<file path="src/rtl/rf_arb_pkg.sv">
// Shared widths, source encoding and entry type for the register-file writeback arbiter.
package rf_arb_pkg;

  localparam int XLEN  = 64;
  localparam int REG_AW = 5;
  localparam int CNT_W = 16;

  typedef enum logic {
    SRC_A = 1'b0,
    SRC_B = 1'b1
  } src_e;

  // Round-robin pointer: which requester wins the next conflict.
  typedef enum logic {
    PTR_A = 1'b0,
    PTR_B = 1'b1
  } rr_ptr_e;

  typedef struct packed {
    logic [REG_AW-1:0] rd;
    logic [XLEN-1:0]   data;
  } wb_entry_t;

endpackage

</file>
<file path="src/rtl/rf_wb_arbiter_if.sv">
// Requester handshakes plus register-file write port of the writeback arbiter.
interface rf_wb_arbiter_if;
  import rf_arb_pkg::*;

  logic              a_valid;
  logic              a_ready;
  logic [REG_AW-1:0] a_rd;
  logic [XLEN-1:0]   a_data;

  logic              b_valid;
  logic              b_ready;
  logic [REG_AW-1:0] b_rd;
  logic [XLEN-1:0]   b_data;

  logic              rf_we;
  logic [REG_AW-1:0] rf_rd;
  logic [XLEN-1:0]   rf_wdata;
  logic              rf_src_b;
  logic [CNT_W-1:0]  conflict_cnt;

  modport master (
    output a_valid, a_rd, a_data, b_valid, b_rd, b_data,
    input  a_ready, b_ready, rf_we, rf_rd, rf_wdata, rf_src_b, conflict_cnt
  );

  modport slave (
    input  a_valid, a_rd, a_data, b_valid, b_rd, b_data,
    output a_ready, b_ready, rf_we, rf_rd, rf_wdata, rf_src_b, conflict_cnt
  );

endinterface

</file>
<file path="src/rtl/rf_wb_slot.sv">
// One-entry writeback buffer; accepts a new entry while being drained so a stream has no bubbles.
module rf_wb_slot
  import rf_arb_pkg::*;
(
  input  logic              clk,
  input  logic              reset,
  input  logic              valid,
  output logic              ready,
  input  logic [REG_AW-1:0] rd,
  input  logic [XLEN-1:0]   data,
  input  logic              drain,
  output logic              full,
  output wb_entry_t         entry
);

  assign ready = ~reset & (~full | drain);

  always_ff @(posedge clk) begin
    if (reset)
      full <= 1'b0;
    else if (valid && ready)
      full <= 1'b1;
    else if (drain)
      full <= 1'b0;
  end

  // Payload carries no reset; the full flag alone qualifies it.
  always_ff @(posedge clk) begin
    if (valid && ready) begin
      entry.rd   <= rd;
      entry.data <= data;
    end
  end

endmodule

</file>
<file path="src/rtl/rf_wb_arbiter.sv">
// Two-requester register-file writeback arbiter (A = ALU, B = load).
// Define RF_WB_ARB_RR_EN for round-robin conflict resolution; otherwise A has fixed priority.
module rf_wb_arbiter
  import rf_arb_pkg::*;
(
  input  logic            clk,
  input  logic            reset,
  rf_wb_arbiter_if.slave  bus
);

  logic      a_vld_p0, b_vld_p0;
  wb_entry_t a_ent_p0, b_ent_p0;
  logic      a_gnt, b_gnt, any_gnt, both_full;
  wb_entry_t sel_ent;

  function automatic logic [CNT_W-1:0] sat_inc(input logic [CNT_W-1:0] v);
    return (v == {CNT_W{1'b1}}) ? v : v + 1'b1;
  endfunction

  // Stage p0: per-requester one-entry slots
  rf_wb_slot u_slot_a (
    .clk   (clk),
    .reset (reset),
    .valid (bus.a_valid),
    .ready (bus.a_ready),
    .rd    (bus.a_rd),
    .data  (bus.a_data),
    .drain (a_gnt),
    .full  (a_vld_p0),
    .entry (a_ent_p0)
  );

  rf_wb_slot u_slot_b (
    .clk   (clk),
    .reset (reset),
    .valid (bus.b_valid),
    .ready (bus.b_ready),
    .rd    (bus.b_rd),
    .data  (bus.b_data),
    .drain (b_gnt),
    .full  (b_vld_p0),
    .entry (b_ent_p0)
  );

  assign both_full = a_vld_p0 & b_vld_p0;
  assign any_gnt   = a_gnt | b_gnt;

`ifdef RF_WB_ARB_RR_EN
  rr_ptr_e ptr_q, ptr_d;

  always_ff @(posedge clk) begin
    if (reset)
      ptr_q <= PTR_A;
    else
      ptr_q <= ptr_d;
  end

  // The requester granted last yields the next conflict.
  always_comb begin
    a_gnt = a_vld_p0 & (~b_vld_p0 | (ptr_q == PTR_A));
    b_gnt = b_vld_p0 & ~a_gnt;
    ptr_d = ptr_q;
    if (a_gnt)
      ptr_d = PTR_B;
    else if (b_gnt)
      ptr_d = PTR_A;
  end
`else
  always_comb begin
    a_gnt = a_vld_p0;
    b_gnt = b_vld_p0 & ~a_vld_p0;
  end
`endif

  always_comb begin
    sel_ent = a_ent_p0;
    if (b_gnt)
      sel_ent = b_ent_p0;
  end

  // Stage p1: registered register-file write port; rd==0 drains without writing
  always_ff @(posedge clk) begin
    if (reset) begin
      bus.rf_we    <= 1'b0;
      bus.rf_rd    <= '0;
      bus.rf_wdata <= '0;
      bus.rf_src_b <= SRC_A;
    end else begin
      bus.rf_we <= any_gnt && (sel_ent.rd != '0);
      if (any_gnt) begin
        bus.rf_rd    <= sel_ent.rd;
        bus.rf_wdata <= sel_ent.data;
        bus.rf_src_b <= b_gnt ? SRC_B : SRC_A;
      end
    end
  end

  always_ff @(posedge clk) begin
    if (reset)
      bus.conflict_cnt <= '0;
    else if (both_full)
      bus.conflict_cnt <= sat_inc(bus.conflict_cnt);
  end

endmodule

</file>
<file path="src/flat_wrapper.sv">
// flat-port wrapper written by rule: the top's interface ports become plain ports
module rf_wb_arbiter_flat import rf_arb_pkg::*;
  (clk, reset, bus_a_valid, bus_a_rd, bus_a_data, bus_b_valid, bus_b_rd, bus_b_data, bus_a_ready, bus_b_ready, bus_rf_we, bus_rf_rd, bus_rf_wdata, bus_rf_src_b, bus_conflict_cnt);
  rf_wb_arbiter_if bus_i ();
  input  logic clk;
  input  logic reset;
  input wire logic [$bits(bus_i.a_valid)-1:0] bus_a_valid;
  input wire logic [$bits(bus_i.a_rd)-1:0] bus_a_rd;
  input wire logic [$bits(bus_i.a_data)-1:0] bus_a_data;
  input wire logic [$bits(bus_i.b_valid)-1:0] bus_b_valid;
  input wire logic [$bits(bus_i.b_rd)-1:0] bus_b_rd;
  input wire logic [$bits(bus_i.b_data)-1:0] bus_b_data;
  output wire logic [$bits(bus_i.a_ready)-1:0] bus_a_ready;
  output wire logic [$bits(bus_i.b_ready)-1:0] bus_b_ready;
  output wire logic [$bits(bus_i.rf_we)-1:0] bus_rf_we;
  output wire logic [$bits(bus_i.rf_rd)-1:0] bus_rf_rd;
  output wire logic [$bits(bus_i.rf_wdata)-1:0] bus_rf_wdata;
  output wire logic [$bits(bus_i.rf_src_b)-1:0] bus_rf_src_b;
  output wire logic [$bits(bus_i.conflict_cnt)-1:0] bus_conflict_cnt;
  assign bus_i.a_valid = bus_a_valid;
  assign bus_i.a_rd = bus_a_rd;
  assign bus_i.a_data = bus_a_data;
  assign bus_i.b_valid = bus_b_valid;
  assign bus_i.b_rd = bus_b_rd;
  assign bus_i.b_data = bus_b_data;
  assign bus_a_ready = bus_i.a_ready;
  assign bus_b_ready = bus_i.b_ready;
  assign bus_rf_we = bus_i.rf_we;
  assign bus_rf_rd = bus_i.rf_rd;
  assign bus_rf_wdata = bus_i.rf_wdata;
  assign bus_rf_src_b = bus_i.rf_src_b;
  assign bus_conflict_cnt = bus_i.conflict_cnt;
  rf_wb_arbiter u_core (.clk(clk), .reset(reset), .bus(bus_i));
endmodule
</file>
<file path="config.mk">
export PLATFORM = sky130hd
export DESIGN_NAME = rf_wb_arbiter_flat
export DESIGN_NICKNAME = d
export VERILOG_FILES = /design/src/rtl/rf_arb_pkg.sv /design/src/rtl/rf_wb_arbiter_if.sv /design/src/rtl/rf_wb_slot.sv /design/src/rtl/rf_wb_arbiter.sv /design/src/flat_wrapper.sv
export SDC_FILE = /design/constraint.sdc
export NUM_CORES = 1
export LEC_CHECK = 0
export ABC_AREA = 1
export BUFFER_PORTS_ARGS = -buffer_cell sky130_fd_sc_hd__buf_2
export CAP_MARGIN = 20
export CORE_ASPECT_RATIO = 0.9
export CORE_MARGIN = 8
export CORE_UTILIZATION = 50
export CTS_BUF_LIST = sky130_fd_sc_hd__clkbuf_4
export DETAILED_ROUTE_END_ITERATION = 10
export PLACE_DENSITY_LB_ADDON = 0.1
export REMOVE_ABC_BUFFERS = 1
export SLEW_MARGIN = 20
export SYNTH_ARGS = -nofsm -noshare
export SYNTH_HDL_FRONTEND = slang
export SYNTH_SLANG_ARGS = --single-unit
</file>
<file path="constraint.sdc">
create_clock -name clk -period 7.15 [get_ports clk]
set_input_delay 0.3575 -clock clk [delete_from_list [all_inputs] [get_ports clk]]
set_output_delay 0.3575 -clock clk [all_outputs]
set_load 0.05 [all_outputs]
</file>
==> flow_summary.ini, run 1 <==
[timing]
clock_skew_ns = 0.0331
fin_ws_ns = 4.40
rsz0062_at_grt = no
fmax_mhz = 364
hold_viol_final = 0
worst_pin_slew_ns = 1.02
fin_crit_ns = 2.75
timing.final.crit_share = 0.385
setup_tns_ns = 0
relSlewSlack = 0.320
slew_viol_final = 0
final-setup-viol-count = 0

[worst_setup_path]
crit_type = flop to flop
setup.worst_path.start_class = flop
cp-startpoint = u_core.u_slot_a.full$_SDFF_PP0_
ff2ff_path_depth = 9
crit_path_end_kind = flop
r2r-start = u_core.u_slot_a.full$_SDFF_PP0_
required_ns = 7.68
rrSetupSlack_ns = 4.40
arrival_ns = 3.28
endpoint = u_core.bus.rf_wdata[9]$_SDFFE_PP0P_
r2r_end = u_core.bus.rf_wdata[9]$_SDFFE_PP0P_
crit_fanout = 57

[pwr]
sw_frac_of_total = 0.265
ir_worst_vdd_mv = 0.162
p_clk_frac = 0.363
p_seq_frac = 0.513
p_per_area_nw_per_um2 = 246
p_int_mw = 2.15
leakage_nw = 5.66
p_switching_uw = 776
power_frac_comb = 0.124

[detailed_routing]
finalWirelength_mm = 23.4
antenna_left = 0
dr.pass1.iters = 5
viasPerCell = 4.71
avgRoutedWirePerCell_um = 15.7
drt-initial-drc-count = 309
drcViolationCount = 0
num_vias = 7004

[hold_path]
min_path_type = input port to flop

[placement]
place.gp.congestion = 0.760
dpl.cell_count = 1241
dpl.hpwl_mm = 12.8
placed_cell_area_um2 = 9730
pre_cts_slack_ns = 4.44
port_buffers = 230

[global_routing]
antenna_found_initial = 1
grt_pass1_vias = 7322
grt_max_degree = 70
grt_overflow = 0
grt_pass1_wl_mm = 36.9
grt_usage = 0.216

[logic_synthesis]
avgSynthCellArea_um2 = 10.2
synth_mux_area_frac = 0
synth.top_cells.by_area = edfxtp_1, dfxtp_1, nand2_1
synth.top_cell.area_share = 0.492
synthAdderAreaFrac = 0.00148
yosys.area.top_type = edfxtp_1
async_flop_share = 0
synthSimpleGateAreaFrac = 0.214
syn-cell-area_um2 = 8430
ys_warn_count = 0
ys_seq_area_frac = 0.703
synth_top_family_by_area = simple AND/OR/NAND/NOR gates
yosysUniqueCellTypes = 24
synth_ff_type = edfxtp_1
synth-seq-cells = 227
syn_inst = 828
synth-xor-area-share = 0.00104
synth_edf_count = 138
synth_compound_area_frac = 0.0169

[floorplanning]
start_util = 0.506
ioPinCount = 231
core-area_um2 = 16700
die_w_um = 153
die_height_um = 139
rows = 45
dieArea_um2 = 21300

[cts]
cts_buffers = 55
cts.sinks = 227
htree_num_levels = 2
cts.path.max_buffers = 3
post_cts_resized = 0
cts_tree = built
root_buffer = clkbuf_4
cts_hold_buffers = 142
postCtsSetupRepairBufs = 0
clk-insertion-delay-late_ns = 0.65
clkTransAtPathRegs_ns = 0.07

[layout]
multiInputGateArea_um2 = 1980
final_nets = 1372
post-route-cell-area_um2 = 11900
fin_util = 0.712
drive_gt1_frac = 0.264
stdcell_count = 1488
ff_latch_area_um2 = 5930
fillers = 1222
area_growth_pct = 40.8

[outcome]
status = complete, no violations

[flow_run]
cap_violations = 0
==> power by group through the flow <==
stage	sequential, mW	combinational, mW	clock (mW)
after global routing	1.51	0.393	1.15
after floorplan	1.62	0.0933	0
after detailed placement	1.53	0.300	0
after global placement	1.53	0.297	0
after CTS	1.50	0.360	1.08
final	1.50	0.364	1.06
==> stage by stage <==
stage / power, mW / hold slack [ns]
floorplan: 1.72 / 0.427
detailed placement: 1.83 / 0.472
finish: 2.92 / 0.414
global route: 3.05 / 0.362
global placement: 1.82 / 0.461
CTS: 2.94 / 0.343
==> cells by family (layout without fill, tap and decap cells) <==
group	Yosys count	in the layout
DFF	227	227
and+or+nand+nor	444	444
adders and majority gates	1	1
AOI/OAI and AO/OA	26	26
buffers and inverters	129	577
xor gates and xnor gates	1	1
other	0	1
==> area by class of cell <==
type / instances / share of cell area
diodes: 1 / 0.000211
clock buffers: 86 / 0.0544
clock inverters: 18 / 0.00622
inverters: 95 / 0.0300
multi-input cells: 472 / 0.167
flip-flops and latches: 227 / 0.499
well taps: 211 / 0.0222
repair buffers: 378 / 0.220
==> sequential cells by signal (all words and copies together) (netlist names) <==
register                 flops
u_core.u_slot_a.entry       69
u_core.bus.rf_we             1
u_core.bus.rf_wdata         64
u_core.u_slot_a.full         1
u_core.bus.rf_src_b          1
u_core.bus.rf_rd             5
u_core.bus.conflict_cnt     16
u_core.u_slot_b.entry       69
u_core.u_slot_b.full         1
==> cell usage in the layout, fill, tap and decap left out, types with 3 or more instances in the layout <==
| cell type | n |
|---|---|
| clkbuf_4 | 86 |
| dfxtp_1 | 88 |
| nand3_1 | 78 |
| nand4_1 | 3 |
| nor2_4 | 3 |
| inv_2 | 4 |
| nor2_1 | 42 |
| inv_1 | 91 |
| dlygate4sd3_1 | 142 |
| buf_4 | 6 |
| clkinv_1 | 15 |
| o211ai_1 | 4 |
| nand2_1 | 312 |
| o21ai_0 | 6 |
| buf_2 | 230 |
| a21oi_1 | 14 |
| edfxtp_1 | 138 |
==> worst min-delay path by stage <==
stage                                     start                                 endpoint  slack, ns  cells after the start
5_1_grt                           bus_b_data[4]       u_core.u_slot_b.entry[4]$_DFFE_PP_       0.36                      2
2_1_floorplan                             reset  u_core.bus.conflict_cnt[4]$_SDFFE_PP0P_       0.43                      1
4_1_cts                          bus_b_data[59]      u_core.u_slot_b.entry[59]$_DFFE_PP_       0.34                      2
3_3_place_gp   u_core.bus.rf_src_b$_SDFFE_PP0P_         u_core.bus.rf_src_b$_SDFFE_PP0P_       0.46                      2
3_5_place_dp   u_core.bus.rf_src_b$_SDFFE_PP0P_         u_core.bus.rf_src_b$_SDFFE_PP0P_       0.47                      2
6_report                          bus_b_data[4]       u_core.u_slot_b.entry[4]$_DFFE_PP_       0.41                      2
==> cells in the mapped netlist (2+ instances only) <==
library cell / number
edfxtp_1: 138
nor2_4: 2
o211ai_1: 4
nand4_1: 3
nand3_1: 78
inv_1: 93
clkbuf_1: 8
nand2_4: 2
nor2_1: 43
buf_2: 14
dfxtp_1: 89
buf_1: 5
a21oi_1: 14
buf_4: 6
o21ai_0: 6
nor3_1: 3
inv_2: 2
nand2_1: 312
==> critical path, cell delays in order, from the launching register on <==
cell and delay [ns]:
dfxtp_2 0.82, buf_4 0.52, inv_2 0.10, nand2_1 0.29
inv_2 0.16, buf_4 0.36, nand2_1 0.16, nand3_1 0.08
nand2_1 0.06, inv_1 0.05
==> layer usage <==
layer / global-route usage / share of wire / routed length (µm) / up-vias
li1: - / - / - / 3479
met3: 0.0695 / 0.079 / 1850 / 47
met1: 0.248 / 0.41 / 9620 / 3216
met5: 0 / 0 / 0 / -
met2: 0.367 / 0.48 / 11300 / 262
met4: 0.0864 / 0.024 / 567 / 0
No activity file was read; power rests on OpenSTA's default activity.
==> inputs of run 2 (changes only) <==
CORE_UTILIZATION = 49   (was 50)
clock period = 2.35 ns   (was 7.15 ns; I/O delays follow)
==> run 2 against run 1 <==
Net effect: global-route usage down 0.48 points; clock skew rose by 0.019 ns; cell count grew 0.40%; clock-buffer cell count is 5 higher; clock power rose to 3.1 times the previous value; critical path type unchanged; hold slack got worse by 0.23 ns.
==> flow_summary.ini, run 2 (synthesized netlist as in run 1, its figures left out) <==
[pwr]
leakage_nw = 5.73
p_per_area_nw_per_um2 = 743
ir_worst_vdd_mv = 0.512
total_power_mw = 8.94

[worst_setup_path]
crit_path_end_kind = flop
r2r_end = u_core.bus.conflict_cnt[3]$_SDFFE_PP0P_
required_ns = 2.86
ff2ff_path_depth = 7
crit_fanout = 12
r2r-start = u_core.bus.conflict_cnt[0]$_SDFFE_PP0P_
rrSetupSlack_ns = 0.51
arrival_ns = 2.35
setup.worst_path.start_class = flop
crit_type = flop to flop

[cts]
cts.path.max_buffers = 3
cts_tree = built
clkTransAtPathRegs_ns = 0.08
htree_num_levels = 2
clk-insertion-delay-late_ns = 0.66
cts_buffers = 54
postCtsSetupRepairBufs = 0
cts.sinks = 227
root_buffer = clkbuf_4

[hold_path]
hold_end = u_core.u_slot_a.entry[30]$_DFFE_PP_
whs_path_depth = 2
min-delay-start = bus_a_data[30]
min_path_type = input port to flop

[detailed_routing]
finalWirelength_mm = 23.0
avgRoutedWirePerCell_um = 15.4
num_vias = 6985
drcViolationCount = 0
dr.pass1.iters = 7
viasPerCell = 4.68
drt-initial-drc-count = 421
antenna_left = 0

[floorplanning]
ioPinCount = 231
die_height_um = 140
start_util = 0.501
die_w_um = 154
core-area_um2 = 16800
rows = 45
dieArea_um2 = 21700

[timing]
worst_pin_slew_ns = 0.725
final-setup-viol-count = 0
whs_ns = 0.182
slew_viol_final = 0
clock_skew_ns = 0.0522
rsz0062_at_grt = no
setup_tns_ns = 0
fin_crit_ns = 1.84
relSlewSlack = 0.517
timing.final.crit_share = 0.784
hold_viol_final = 0
fin_ws_ns = 0.507
fmax_mhz = 543

[global_routing]
grt_usage = 0.211
grt_pass1_vias = 7371
antenna_found_initial = 2
grt_pass1_wl_mm = 36.6
grt_max_degree = 61
grt_overflow = 0

[layout]
drive_gt1_frac = 0.272
final_nets = 1379
fillers = 1212
mostFrequentLayoutCells = nand2_1, buf_2, dlygate4sd3_1, edfxtp_1
multiInputGateArea_um2 = 1980
area_growth_pct = 42.7
layout_commonest_cell = nand2_1
stdcell_count = 1494
ff_latch_area_um2 = 5930
reg_top3 = u_core.u_slot_a.entry: 69 flops, u_core.u_slot_b.entry: 69 flops, u_core.bus.rf_wdata: 64 flops

[placement]
pre_cts_slack_ns = 0.535
dpl.cell_count = 1248
port_buffers = 230
dpl.hpwl_mm = 13.5
place.gp.congestion = 0.834

[flow_run]
cap_violations = 0

[outcome]
status = complete, no violations
[run 2: cell count changes in the layout (fill, tap and decap cells not counted), moves of 2 or more]
cell,previous run,this run
clkinv_1,15,8
clkbuf_4,86,91
buf_12,0,7
clkinv_2,2,0
[run 2: per-layer routing]
metal  vias up  GRT usage  share of wire
met5         -          0              0
met4         0     0.0886          0.028
met3        49     0.0661          0.088
met2       283      0.360           0.49
met1      3154      0.241           0.40
li1       3499          -              -
[run 2: area by class of cell]
type,instances,share of cell area
inverter,95,0.0296
tap,211,0.0219
clock buffer,91,0.0568
sequential,227,0.493
multi-input combinational,472,0.165
timing repair buffer,386,0.230
antenna,2,0.000416
clock inverter,10,0.00343
[run 2: how the worst max path moves through the flow]
stage / from / endpoint / depth (start not counted)
after detailed placement: u_core.bus.conflict_cnt[0]$_SDFFE_PP0P_ / u_core.bus.conflict_cnt[3]$_SDFFE_PP0P_ / 7
after floorplan: u_core.u_slot_a.full$_SDFF_PP0_ / u_core.u_slot_b.entry[0]$_DFFE_PP_ / 3
after CTS: u_core.bus.conflict_cnt[0]$_SDFFE_PP0P_ / u_core.bus.conflict_cnt[3]$_SDFFE_PP0P_ / 7
after global routing: u_core.bus.conflict_cnt[0]$_SDFFE_PP0P_ / u_core.bus.conflict_cnt[3]$_SDFFE_PP0P_ / 7
final: u_core.bus.conflict_cnt[0]$_SDFFE_PP0P_ / u_core.bus.conflict_cnt[3]$_SDFFE_PP0P_ / 7
after global placement: u_core.bus.conflict_cnt[0]$_SDFFE_PP0P_ / u_core.bus.conflict_cnt[3]$_SDFFE_PP0P_ / 7
[run 2: timing repair]
action,4_1_cts,5_1_grt
resized for setup,0,0
hold endpoints to repair,154,0
hold buffers,143,0
[run 2: power breakdown]
group	leakage [nW]	switching [mW]	total, mW	internal, mW
clock network	0.436	1.51	3.25	1.74
logic	3.27	0.712	1.14	0.430
registers	2.02	0.0908	4.55	4.46
[run 2: stage by stage]
stage / area [µm²] / util
global placement: 9870 / 0.586
floorplan: 8250 / -
detailed placement: 9870 / 0.586
CTS: 12000 / 0.714
global route: 12000 / 0.715
finish: 12000 / 0.715
[run 2: critical path: stages (launching register included)]
cell     delay [ns]
dfxtp_1        0.39
ha_1           0.22
nand2_2        0.09
nor2_1         0.13
nand4_1        0.38
buf_4          0.33
a21oi_1        0.14
nor2_1         0.06
==> inputs of run 3 (changes only) <==
CORE_UTILIZATION = 50   (was 49)
clock period = 1.84 ns   (was 2.35 ns; I/O delays follow)
==> run 3 against run 2 <==
Net effect: global-route usage up 0.16 points; design area up 0.23%; largest power group unchanged; routed wire length down 0.39%; non-clock buffer count up 2.
==> flow_summary.ini, run 3 (synthesized netlist as in run 1, its figures left out) <==
[detailed_routing]
num_vias = 7053
avgRoutedWirePerCell_um = 15.3
antenna_left = 0
drt-initial-drc-count = 359
viasPerCell = 4.70
finalWirelength_mm = 22.9
drcViolationCount = 0
dr.pass1.iters = 5

[worst_setup_path]
crit_path_end_kind = output pin
r2r_end = u_core.bus.conflict_cnt[0]$_SDFFE_PP0P_
arrival_ns = 1.62
endpoint = bus_a_ready
required_ns = 1.75
r2r-start = u_core.bus.conflict_cnt[0]$_SDFFE_PP0P_
ff2ff_path_depth = 9
cp-startpoint = reset
setup.worst_path.start_class = input port
crit_type = input port to output pin
crit_fanout = 21
rrSetupSlack_ns = 0.27

[global_routing]
antenna_found_initial = 4
grt_overflow = 0
gr-usage-met1 = 0.253
grt_busiest_layer = met2
grt_usage = 0.212
grt_pass1_wl_mm = 36.4
grtUsageMet3 = 0.0667
grt_pass1_vias = 7292
grt_use_met2 = 0.348
grt_max_degree = 66

[timing]
final-setup-viol-count = 0
slew_viol_final = 0
clock_skew_ns = 0.0398
rsz0062_at_grt = no
relSlewSlack = 0.473
hold_viol_final = 0
setup_tns_ns = 0
fmax_mhz = 585
worst_pin_slew_ns = 0.790
fin_crit_ns = 1.71
timing.final.crit_share = 0.929

[floorplanning]
die_w_um = 153
start_util = 0.506
ioPinCount = 231
die_height_um = 139
core-area_um2 = 16700
rows = 45
dieArea_um2 = 21300

[layout]
fillers = 1187
layout_commonest_cell = nand2_1
mostFrequentLayoutCells = nand2_1, buf_2, dlygate4sd3_1, edfxtp_1, inv_1
area_growth_pct = 43.0
final_nets = 1383
reg_top3 = u_core.u_slot_a.entry: 69 flops, u_core.u_slot_b.entry: 69 flops, u_core.bus.rf_wdata: 64 flops
stdcell_count = 1500
drive_gt1_frac = 0.269
fin_util = 0.723

[cts]
postCtsSetupRepairBufs = 0
clkTransAtPathRegs_ns = 0.07
root_buffer = clkbuf_4
htree_num_levels = 2
cts.path.max_buffers = 3
cts_tree = built
cts.sinks = 227
cts_buffers = 56
clk-insertion-delay-late_ns = 0.65

[hold_path]
min_path_type = input port to flop

[pwr]
p_per_area_nw_per_um2 = 953
ir_worst_vdd_mv = 0.631
leakage_nw = 5.74

[placement]
dpl.cell_count = 1250
port_buffers = 230
place.gp.congestion = 0.827
dpl.hpwl_mm = 13.5

[outcome]
status = complete, no violations

[flow_run]
cap_violations = 0
## run 3: cell types whose count changed in the layout (fill, tap and decap cells not counted), moves of 2 or more
cell,previous run,this run
clkinv_1,8,15
clkbuf_4,91,86
buf_4,6,10
diode_2,2,4
## run 3: layout make-up
type,instances,area (µm²),share of cell area
Sequential cell,227,5930,0.492
Antenna cell,4,10.0,0.000830
Timing Repair Buffer,388,2770,0.230
Inverter,95,357,0.0296
Clock buffer,86,646,0.0535
Tap cell,211,264,0.0219
Clock inverter,17,95.1,0.00789
Multi-Input combinational cell,472,1980,0.165
## run 3: metrics by stage
stage	power [mW]	setup slack [ns]	hold slack (ns)	instance area (µm²)
after floorplan	6.67	-4.71	0.161	8250
after global placement	7.12	0.322	0.269	9870
after detailed placement	7.14	0.281	0.270	9870
after CTS	11.6	0.00678	0.0664	12000
after global routing	12.0	0.00616	0.0962	12100
final	11.5	0.131	0.153	12100
## run 3: critical path: stages
cell and delay, ns:
dlygate4sd3_1 0.54, buf_2 0.21, inv_2 0.40, buf_2 0.37
## run 3: report_power, final
part	leakage [nW]	switching, mW	internal (mW)
logic	3.28	0.912	0.547
registers	2.02	0.115	5.70
clock network	0.437	1.95	2.27
total	5.74	2.97	8.52
## run 3: what timing repair did
action,4_1_cts,5_1_grt
resized for setup,0,3
setup endpoints to repair,0,1
hold buffers,143,0
hold endpoints to repair,150,0
## run 3: routing by layer
layer  wire length, µm  vias up  part of all wire
met5                 0        -                 0
met4               594        0             0.026
met3              1890       48             0.083
met2             10900      289              0.48
met1              9500     3205              0.42
li1                  -     3511                 -
## run 3: how the worst min path moves through the flow
| stage | slack, ns | depth (start not counted) | to | start |
|---|---|---|---|---|
| floorplan | 0.16 | 1 | u_core.bus.conflict_cnt[4]$_SDFFE_PP0P_ | reset |
| finish | 0.15 | 2 | u_core.u_slot_b.entry[24]$_DFFE_PP_ | bus_b_data[24] |
| global route | 0.1 | 2 | u_core.u_slot_b.entry[51]$_DFFE_PP_ | bus_b_data[51] |
| detailed placement | 0.27 | 1 | u_core.u_slot_b.entry[28]$_DFFE_PP_ | bus_b_data[28] |
| CTS | 0.07 | 2 | u_core.u_slot_a.entry[62]$_DFFE_PP_ | bus_a_data[62] |
| global placement | 0.27 | 1 | u_core.u_slot_a.entry[24]$_DFFE_PP_ | bus_a_data[24] |
